## src/rtl/dma_xfer_ctrl.sv

```systemverilog
// Byte-wise memory-to-memory DMA controller: requests the bus, then moves
// byte_count bytes as READ/WRITE pairs between two incrementing pointers.
module dma_xfer_ctrl #(
    parameter int ADDR_W = 8
) (
    input  logic              clk,
    input  logic              rst,
    input  logic              start_i,
    input  logic [ADDR_W-1:0] src_addr_i,
    input  logic [ADDR_W-1:0] dst_addr_i,
    input  logic [7:0]        byte_count_i,
    input  logic              bus_grant_i,
    input  logic              mem_ready_i,
    output logic              bus_req_o,
    output logic [ADDR_W-1:0] addr_o,
    output logic              mem_rd_o,
    output logic              mem_wr_o,
    output logic              data_load_n_o,
    output logic              busy_o,
    output logic              done_o,
    output logic [7:0]        remaining_o
);

    typedef enum logic [2:0] {
        S_IDLE,
        S_REQ,
        S_READ,
        S_WRITE,
        S_NEXT,
        S_DONE
    } state_t;

    state_t            state_q, state_d;
    logic [ADDR_W-1:0] src_ptr_q, src_ptr_d;
    logic [ADDR_W-1:0] dst_ptr_q, dst_ptr_d;
    logic [ADDR_W-1:0] addr_q, addr_d;
    logic [7:0]        remaining_q, remaining_d;
    logic              bus_req_q;
    logic              mem_rd_q;
    logic              mem_wr_q;
    logic              busy_q;
    logic              done_q;

    // Next-state logic; addr is loaded only when entering READ or WRITE so it
    // holds its last value everywhere else.
    always_comb begin
        state_d     = state_q;
        src_ptr_d   = src_ptr_q;
        dst_ptr_d   = dst_ptr_q;
        remaining_d = remaining_q;
        addr_d      = addr_q;
        case (state_q)
            S_IDLE: begin
                if (start_i) begin
                    if (byte_count_i != 8'd0) begin
                        src_ptr_d   = src_addr_i;
                        dst_ptr_d   = dst_addr_i;
                        remaining_d = byte_count_i;
                        state_d     = S_REQ;
                    end else begin
                        state_d = S_DONE;
                    end
                end
            end
            S_REQ: begin
                if (bus_grant_i) begin
                    addr_d  = src_ptr_q;
                    state_d = S_READ;
                end
            end
            S_READ: begin
                if (mem_ready_i) begin
                    addr_d  = dst_ptr_q;
                    state_d = S_WRITE;
                end
            end
            S_WRITE: begin
                if (mem_ready_i) begin
                    state_d = S_NEXT;
                end
            end
            S_NEXT: begin
                src_ptr_d   = src_ptr_q + ADDR_W'(1);
                dst_ptr_d   = dst_ptr_q + ADDR_W'(1);
                remaining_d = remaining_q - 8'd1;
                if (remaining_q == 8'd1) begin
                    state_d = S_DONE;
                end else if (bus_grant_i) begin
                    addr_d  = src_ptr_q + ADDR_W'(1);
                    state_d = S_READ;
                end else begin
                    state_d = S_REQ;
                end
            end
            S_DONE: begin
                state_d = S_IDLE;
            end
            default: begin
                state_d = S_IDLE;
            end
        endcase
    end

    // Strobes are decoded from the next state so they line up with the state register.
    always_ff @(posedge clk or negedge rst) begin
        if (!rst) begin
            state_q     <= S_IDLE;
            src_ptr_q   <= '0;
            dst_ptr_q   <= '0;
            addr_q      <= '0;
            remaining_q <= 8'd0;
            bus_req_q   <= 1'b0;
            mem_rd_q    <= 1'b0;
            mem_wr_q    <= 1'b0;
            busy_q      <= 1'b0;
            done_q      <= 1'b0;
        end else begin
            state_q     <= state_d;
            src_ptr_q   <= src_ptr_d;
            dst_ptr_q   <= dst_ptr_d;
            addr_q      <= addr_d;
            remaining_q <= remaining_d;
            bus_req_q   <= (state_d == S_REQ) || (state_d == S_READ) ||
                           (state_d == S_WRITE) || (state_d == S_NEXT);
            mem_rd_q    <= (state_d == S_READ);
            mem_wr_q    <= (state_d == S_WRITE);
            busy_q      <= (state_d != S_IDLE);
            done_q      <= (state_d == S_DONE);
        end
    end

    assign bus_req_o     = bus_req_q;
    assign addr_o        = addr_q;
    assign mem_rd_o      = mem_rd_q;
    assign mem_wr_o      = mem_wr_q;
    assign busy_o        = busy_q;
    assign done_o        = done_q;
    assign remaining_o   = remaining_q;
    assign data_load_n_o = !((state_q == S_READ) && mem_ready_i);

endmodule

```

## config.mk

```make
export PLATFORM = sky130hd
export DESIGN_NAME = dma_xfer_ctrl
export DESIGN_NICKNAME = d
export VERILOG_FILES = /design/src/rtl/dma_xfer_ctrl.sv
export SDC_FILE = /design/constraint.sdc
export NUM_CORES = 1
export LEC_CHECK = 0
export ABC_CLOCK_PERIOD_IN_PS = 3900
export CORE_ASPECT_RATIO = 1.4
export CORE_MARGIN = 4
export CORE_UTILIZATION = 53
export CTS_CLUSTER_SIZE = 16
export DETAILED_ROUTE_END_ITERATION = 10
export GPL_TIMING_DRIVEN = 0
export PLACE_DENSITY = 0.93
export SLEW_MARGIN = 20
export SYNTH_ARGS = -nofsm -noshare
export SYNTH_HDL_FRONTEND = slang
export SYNTH_SLANG_ARGS = --single-unit
```

## constraint.sdc

```tcl
create_clock -name clk -period 3.9 [get_ports clk]
set_input_delay 0.39 -clock clk [delete_from_list [all_inputs] [get_ports clk]]
set_output_delay 0.39 -clock clk [all_outputs]
set_load 0.05 [all_outputs]
```

==> run metrics, run 1 <==
Critical Path RT 3.51 ns; unrepaired setup endpoints after global routing no; area delta synth->final 28.5%; final instance area about 3200 sq um; clk sinks 40; GR Overflow Total 0; synthesized area ~2500 sq um; Seq/Total Area, Yosys 40.7%; crit end category output port; Skew-Pair Late Insertion Delay 0.30 ns; drt pass-1 iters 5; drt wl/cell 17.7 um; initial core utilization a little over half; largest net degree at the start of global routing 25; Slew @ Worst Pin 1.01 ns; Root Buffer clkbuf_8; Num CTS Buffers 5; Syn Area/Cell slightly above 9 sq um; Relative slew margins approximately a third; first-pass GRT wire length 11600 um; CP max stage cell clkdlybuf4s50_1; final hold vios 0; Syn Inst Count between 200 and 300; setup slack, reg-to-reg 1.55 ns; Setup violations, final 0; ant diodes 0; Async SR Flop Fraction 100%; EDFF count, synth 0; maximum buffer depth of the clock tree 2; commonest non-fill, non-tap cells in the layout clkdlybuf4s50_1, dfrtp_1, nor2_1, nor3_1; skew final 0.00435 ns; Main synth FF type dfrtp_1; Synth Net Count 301; # nets final roughly 360; DIE WIDTH 65.6 um; HP Class in2async; dpl cells 380; clock tree from TritonCTS done; crit path kind reg2out; maximum clock frequency 0.351 GHz; Clk pin slew, worst setup/hold paths ~0.08 ns; static leakage 0.00122 uW; gp weighted congestion between 0.9 and 1; Max Cap Violations 0; Ports 51; max incr delay on CP 0.80 ns; initial antenna violation count 0; chip height 88.6 um; Critical Path Source Type flop; commonest non-fill, non-tap cell in the layout clkdlybuf4s50_1; synth warn 0; Worst VDD drop ~0.00051 V; DR vias 2491; Antenna Nets Post-Route 0; Fin Setup TNS 0 ns; Design Power 2820 uW; Site Rows 29; Final period util around 73%; status complete, no violations; hold_ws 0.0147 ns; DIE AREA 5810 sq um; Final Non-Filler Cells 388; PostCTS Resize Cnt 0; DP Wirelength 5050 um; final slew viol count 0; Vias/cell 6.42; vias in the first global route between 2k and 2.5k; share of layout cells above drive strength 1 9.82%; initial DRC count 209; port bufs 49; number of H-tree levels 2; min Tclk post-route ~2.9 ns; DR DRC count 0; Overall Global Routing Usage 26.0%; setup bufs post-CTS 0; flops & latches, synth 40; filler instances 357; hold_buf cts 0; crit path cell chain clkbuf_1, nand2b_1, nor2_1, nand2_1, clkdlybuf4s50_1; Distinct cells, synth 58; final wirelength 6870 um; worst-path fanout max 10; core area 4500 sq um; placed inst area 3050 sq um; Worst Path Arrival 2.46 ns; Cell Pwr Density 893 nW/um^2
where the power goes:
part           internal [uW]  leakage, uW  switching, uW
clock                    189    0.0000541            157
combinational            649     0.000703           1010
sequential               616     0.000467            203
total                   1460      0.00122           1370
cells in the mapped netlist (3+ instances only):
library cell | n | share of area, %
mux2_2 | 5 | 2.3
clkbuf_1 | 15 | 2.3
o31ai_1 | 4 | 1.2
a31oi_1 | 4 | 1.0
a21oi_1 | 10 | 2.0
o221ai_1 | 4 | 1.4
nand3b_1 | 3 | 0.92
dfrtp_1 | 40 | 41
nor4_1 | 4 | 1.0
a211oi_1 | 7 | 2.1
inv_1 | 11 | 1.7
nand2_1 | 11 | 1.7
nor2_1 | 23 | 3.5
mux2i_1 | 5 | 2.0
nor3_1 | 17 | 3.5
ha_1 | 4 | 2.0
o211ai_1 | 6 | 1.8
nand2b_1 | 3 | 0.76
o221a_2 | 9 | 4.1
o21ai_0 | 10 | 2.0
nor3b_1 | 3 | 0.92
o22ai_1 | 6 | 1.5
nor2b_1 | 5 | 1.3
nand3_1 | 15 | 3.1
metal layers:
layer  global-route usage, %  routed length, um
met2                    44.4               3530
met3                    4.32                514
met5                       0                  0
met4                    15.3                238
met1                    30.5               2590
critical path: cells and delay by family, from the launching register on:
family / cells / cell delay [ns]
buffers and inverters: 2 / 1.20
AND/OR/NAND/NOR: 3 / 0.51
flip-flops: 1 / 0.46
sequential cells by signal, indices dropped and copies added (netlist names):
| name | count |
|---|---|
| addr_o | 8 |
| bus_req_o | 1 |
| mem_wr_o | 1 |
| src_ptr_q | 8 |
| mem_rd_o | 1 |
| busy_o | 1 |
| done_o | 1 |
| dst_ptr_q | 8 |
| state_q | 3 |
| remaining_o | 8 |
final cells by class:
class / instances / area (sq um) / area share [%]
Inverter: 11 / 41.3 / 1.31
Tap cell: 62 / 77.6 / 2.45
Timing Repair Buffer: 50 / 513 / 16.2
Buffer: 18 / 75.1 / 2.37
Clock buffer: 5 / 68.8 / 2.18
Multi-Input combinational cell: 199 / 1340 / 42.5
Sequential cell: 40 / 1000 / 31.6
Clock inverter: 3 / 42.5 / 1.34
stage by stage:
| step | util [%] | setup slack [ns] |
|---|---|---|
| after floorplan | - | 1.69 |
| after global placement | 67.3 | 1.23 |
| after detailed placement | 67.8 | 1.20 |
| after CTS | 70.3 | 1.08 |
| after global routing | 70.3 | 0.967 |
| final | 70.3 | 1.05 |
cells by family after synthesis:
group,count (synthesis),share of synthesized area [%]
simple gates,101,22.1
compound gates,81,25.0
flops,40,40.7
buf+inv,29,4.73
mux,11,4.78
fa+ha+maj,4,2.03
xor+xnor,2,0.712
worst paths after layout:
check                            endpoint        start  depth (start not counted)
hold reg to reg                 addr_o[3]    addr_o[3]                          1
min in group clk               state_q[2]  mem_ready_i                          3
setup reg to reg           remaining_o[6]   state_q[0]                          4
hold / removal                  addr_o[7]          rst                          1
max in group asynchronous  remaining_o[2]          rst                          2
setup / recovery            data_load_n_o   state_q[0]                          5
Note: power is estimated with default switching activity, not from simulation.
==> inputs of run 2 (changes only) <==
- ABC_CLOCK_PERIOD_IN_PS: 3900 -> 2550
- CORE_UTILIZATION: 53 -> 46
- PLACE_DENSITY: 0.93 -> 0.87
- clock period: 3.9 -> 2.55 ns (I/O delays scaled with it)
==> run 2 against run 1 <==
Effect of this change:
- sequential power is 55% higher
- count of clock-buffer cells in the layout increased by 1
- register-to-register slack got worse by 1.4 ns
- wire length rose by 3.0%
- clock skew rose by 0.0014 ns
- critical path type is now reg2reg
- largest cell class unchanged
- largest power group unchanged
==> run metrics, run 2 (synthesis results as in run 1) <==
gp weighted congestion between 0.8 and 0.9; crit path kind reg2reg; sw power roughly 2100 uW; Slew @ Worst Pin between 1 and 1.5 ns; first-pass GRT wire length 11600 um; Sw Ratio about half; Vias/cell between 6 and 7; CP bufs+invs 0; Setup violations, final 0; initial antenna violation count 0; core area 5200 sq um; static leakage between 0.001 and 0.0015 uW; Logic pwr share 59.7%; filler instances 451; DP Wirelength 5260 um; number of H-tree levels 2; clock tree from TritonCTS done; final wirelength 7080 um; Critical Path RT approximately 2.7 ns; Worst VDD drop about 0.00075 V; Core Util, Final 60.8%; DR vias 2486; crit end category flop; Ports 51; area delta synth->final 28.4%; worst-path fanout max 8; DR DRC count 0; DIE WIDTH between 60 and 70 um; Overall Global Routing Usage about 22%; skew final around 0.0058 ns; maximum clock frequency slightly above 0.4 GHz; setup bufs post-CTS 0; Worst Path Arrival between 2 and 3 ns; Clk pin slew, worst setup/hold paths 0.08 ns; crit path cell chain nor3b_1, nand3_1, or4b_1, o221a_2; final hold vios 0; unrepaired setup endpoints after global routing no; P_int 2150 uW; Skew-Pair Late Insertion Delay 0.30 ns; Root Buffer clkbuf_8; Num CTS Buffers 5; maximum buffer depth of the clock tree 2; Critical Path Source Type flop; chip height 94.5 um; initial core utilization 47.4%; Fin Setup TNS 0 ns; final slew viol count 0; HP Class in2reg; status complete, no violations; # nets final 359; Crit path max-delay family simple AND/OR/NAND/NOR gates; CP max stage cell nor3b_1; max incr delay on CP ~0.9 ns; share of layout cells above drive strength 1 10.1%; initial DRC count 160; drt pass-1 iters 6; clock share of power between 10% and 20%; Relative slew margins 30.1%; commonest non-fill, non-tap cell in the layout clkdlybuf4s50_1; largest net degree at the start of global routing 22; Antenna Nets Post-Route 0; commonest non-fill, non-tap cells in the layout clkdlybuf4s50_1, dfrtp_1, nor2_1, nor3_1, nand3_1; port bufs 49; clk sinks 40; Max Cap Violations 0; Cell Pwr Density 1350 nW/um^2; drt wl/cell 18.0 um; Sequential Power Share slightly below 30%; ant diodes 0; GR Overflow Total 0; vias in the first global route 2385; Site Rows 31; DIE AREA 6600 sq um; min Tclk post-route between 2 and 2.5 ns; Final period util 94.3%
==> run 2: cell types whose count changed in the layout (fill, tap and decap cells not counted) <==
cell	before	now
dlygate4sd2_1	0	1
clkdlybuf4s50_1	48	47
clkinvlp_4	1	0
clkbuf_1	15	14
dlygate4sd3_1	0	1
clkbuf_2	0	1
clkinv_2	1	2
bufinv_16	1	0
clkbuf_8	5	6
==> run 2: final timing paths <==
path / depth (start not counted) / end / startpoint / slack (ns)
hold reg to reg: 1 / dst_ptr_q[7] / dst_ptr_q[7] / 0.49
max in group asynchronous: 3 / dst_ptr_q[7] / rst / 1.60
hold / removal: 3 / state_q[2] / mem_ready_i / 0.36
setup / recovery: 4 / remaining_o[6] / state_q[0] / 0.15
min in group asynchronous: 2 / mem_rd_o / rst / 0.46
setup reg to reg: 4 / remaining_o[6] / state_q[0] / 0.15
==> run 2: stage by stage <==
| step | hold WS, ns | cells | worst slack (ns) | total power, uW | instance area [sq um] |
|---|---|---|---|---|---|
| 2_1_floorplan | -0.0406 | 268 | 0.340 | 3000 | 2460 |
| 3_3_place_gp | 0.471 | 383 | 0.0636 | 3690 | 3030 |
| 3_5_place_dp | 0.256 | 384 | 0.00250 | 3780 | 3060 |
| 4_1_cts | 0.343 | 393 | 0.0679 | 4230 | 3160 |
| 5_1_grt | 0.396 | 393 | 0.0343 | 4510 | 3160 |
| 6_report | 0.363 | 393 | 0.146 | 4260 | 3160 |
==> run 2: metal layers <==
| layer | track usage, % | routed length [um] | up-vias |
|---|---|---|---|
| li1 | - | - | 1143 |
| met1 | 25.1 | 2730 | 1208 |
| met2 | 39.4 | 3690 | 119 |
| met3 | 3.73 | 463 | 16 |
| met4 | 10.5 | 197 | 0 |
| met5 | 0 | 0 | - |
==> run 2: timing repair <==
item,in CTS,in global routing
hold endpoints to repair,20,0
setup endpoints to repair,1,1
resized for setup,1,2
pin swaps,0,0
cloned,0,0
hold buffers,1,0
==> run 2: worst register-to-register path: stages, from the launching register on <==
cell and delay, ns:
dfrtp_1 0.46, nor3b_1 0.88, nand3_1 0.30, or4b_1 0.52
o221a_2 0.13
==> run 2: power by group through the flow <==
stage          Clock (uW)  Combinational [uW]  Sequential, uW
2_1_floorplan           0                1270            1740
4_1_cts               451                2520            1260
5_1_grt               476                2720            1320
3_3_place_gp            0                2430            1250
6_report              447                2540            1270
3_5_place_dp            0                2510            1270
==> run 2: final cells by class <==
type | count | area [sq um] | area share (%)
Inverter | 11 | 41.3 | 1.31
Buffer | 18 | 76.3 | 2.42
Clock inverter | 2 | 10.0 | 0.317
Multi-Input combinational cell | 199 | 1340 | 42.5
Tap cell | 66 | 82.6 | 2.61
Clock buffer | 6 | 82.6 | 2.61
Sequential cell | 40 | 1000 | 31.7
Timing Repair Buffer | 51 | 522 | 16.5
==> inputs of run 3 (changes only) <==
- CORE_UTILIZATION: 46 -> 44
- CTS_CLUSTER_DIAMETER: default -> 50
- PLACE_DENSITY: 0.87 -> 0.84
==> run 3 against run 2 <==
Effect of this change:
- clock power increased by 16%
- register-to-register slack improved by 0.16 ns
- non-clock buffer count unchanged
- global-route usage decreased by 0.90 points
- final cell count increased by 0.51%
- total power increased by 1.7%
- critical path depth increased by 1
- maximum frequency increased by 0.52%
- combinational power about the same
- critical endpoint is now data_load_n_o
==> run metrics, run 3 (synthesis results as in run 1) <==
Max Cap Violations 0; GR Overflow Total 0; worst-path fanout max 10; area delta synth->final 29.0%; Critical Path Source Type flop; Critical Path RT about 2.3 ns; unrepaired setup endpoints after global routing no; skew final 0.00976 ns; largest net degree at the start of global routing 25; clock tree from TritonCTS done; commonest non-fill, non-tap cells in the layout clkdlybuf4s50_1, dfrtp_1, nor2_1, nor3_1; share of layout cells above drive strength 1 10.1%; Final period util 93.8%; CP max stage cell dlygate4sd2_1; CP bufs+invs 2; status complete, no violations; Root Buffer clkbuf_8; Design Power 4330 uW; Site Rows 32; crit path kind reg2out; Final Non-Filler Cells between 300 and 400; initial core utilization about 45%; drt pass-1 iters 5; chip height 96.5 um; vias in the first global route between 2k and 2.5k; setup bufs post-CTS 0; DIE AREA 6870 sq um; HP Class in2reg; register area 1000 sq um; commonest non-fill, non-tap cell in the layout clkdlybuf4s50_1; max incr delay on CP around 0.53 ns; placed inst area 3050 sq um; port bufs 49; Antenna Nets Post-Route 0; area of the multi-input gates 1350 sq um; crit end category output port; Vias/cell 6.27; Slew @ Worst Pin 0.632 ns; Overall Global Routing Usage 21.0%; Worst Path Arrival 2.14 ns; first-pass GRT wire length between 10000 and 15000 um; static leakage 0.00123 uW; final wirelength 7140 um; clk sinks 40; Ports between 50 and 60; Skew-Pair Late Insertion Delay 0.30 ns; Cell Pwr Density 1360 nW/um^2; gp weighted congestion just under 0.9; Crit path max-delay family buffers and inverters; DP Wirelength 5300 um; DIE WIDTH 71.2 um; final instance area 3170 sq um; min Tclk post-route between 2 and 2.5 ns; filler instances ~490; DR vias 2475; final slew viol count 0; initial DRC count 172; final hold vios 0; core area roughly 5500 sq um; Num CTS Buffers 5; ant diodes 0; crit path cell chain clkbuf_2, nand2b_1, nor2_1, nand2_1, dlygate4sd2_1; dpl cells 386; DR DRC count 0; Setup violations, final 0; maximum clock frequency 0.418 GHz; drt wl/cell 18.1 um; Relative slew margins 57.8%; number of H-tree levels 2; initial antenna violation count 0; # nets final about 360; maximum buffer depth of the clock tree 2; Worst VDD drop between 0.0008 and 0.0009 V; Clk pin slew, worst setup/hold paths approximately 0.08 ns
[run 3: changes by cell type in the layout (fill, tap and decap cells not counted), sizes merged]
cell | before | now
bufinv | 0 | 1
clkinv | 2 | 1
[run 3: stage by stage]
| stage | worst slack, ns | utilization [%] | setup TNS [ns] | hold slack (ns) |
|---|---|---|---|---|
| after floorplan | 0.340 | - | 0 | -0.0406 |
| after global placement | 0.0316 | 55.4 | 0 | 0.476 |
| after detailed placement | -0.0129 | 55.6 | -0.0129 | 0.206 |
| after CTS | 0.0929 | 57.8 | 0 | 0.354 |
| after global routing | 0.0573 | 57.9 | 0 | 0.374 |
| final | 0.158 | 57.9 | 0 | 0.376 |
[run 3: power breakdown]
part	switching [uW]	internal [uW]	leakage (uW)
combinational	1540	993	0.000707
sequential	336	942	0.000467
clock	228	291	0.0000552
total	2100	2230	0.00123
[run 3: worst paths after layout]
check                                  to  slack, ns         from  cells past startpoint
min in group asynchronous          done_o       0.41          rst                      2
setup reg to reg                bus_req_o       0.31   state_q[2]                      5
hold / removal                 state_q[2]       0.38  mem_ready_i                      3
setup / recovery            data_load_n_o       0.16   state_q[0]                      5
max in group asynchronous  remaining_o[3]       1.67          rst                      3
hold reg to reg                 addr_o[3]       0.49    addr_o[3]                      1
[run 3: tightest hold or removal path, stage by stage]
cell	delay, ns
clkbuf_1	0.17
nand2_1	0.13
o21bai_1	0.07
[run 3: layout make-up]
class                      instances  share of cell area, %
sequential                        40                   31.5
multi-input combinational        199                   42.5
timing repair buffer              51                   16.2
inverter                          11                   1.30
clock inverter                     2                   1.10
tap                               68                   2.68
buffer                            18                   2.40
clock buffer                       6                   2.29
[run 3: metal layers]
| metal | up-vias | track usage, % | wire (um) | part of all wire, % |
|---|---|---|---|---|
| li1 | 1148 | - | - | - |
| met1 | 1163 | 24.4 | 2810 | 39 |
| met2 | 139 | 36.3 | 3600 | 50 |
| met3 | 25 | 3.83 | 481 | 6.7 |
| met4 | 0 | 11.4 | 242 | 3.4 |
| met5 | - | 0 | 0 | 0 |
[run 3: timing repair]
item                                    4_1_cts  5_1_grt
endpoints found under the setup margin        1        2
gates resized for setup                       1        3
hold buffers                                  1        0
endpoints found under the hold margin        16        0
pin swaps                                     0        0
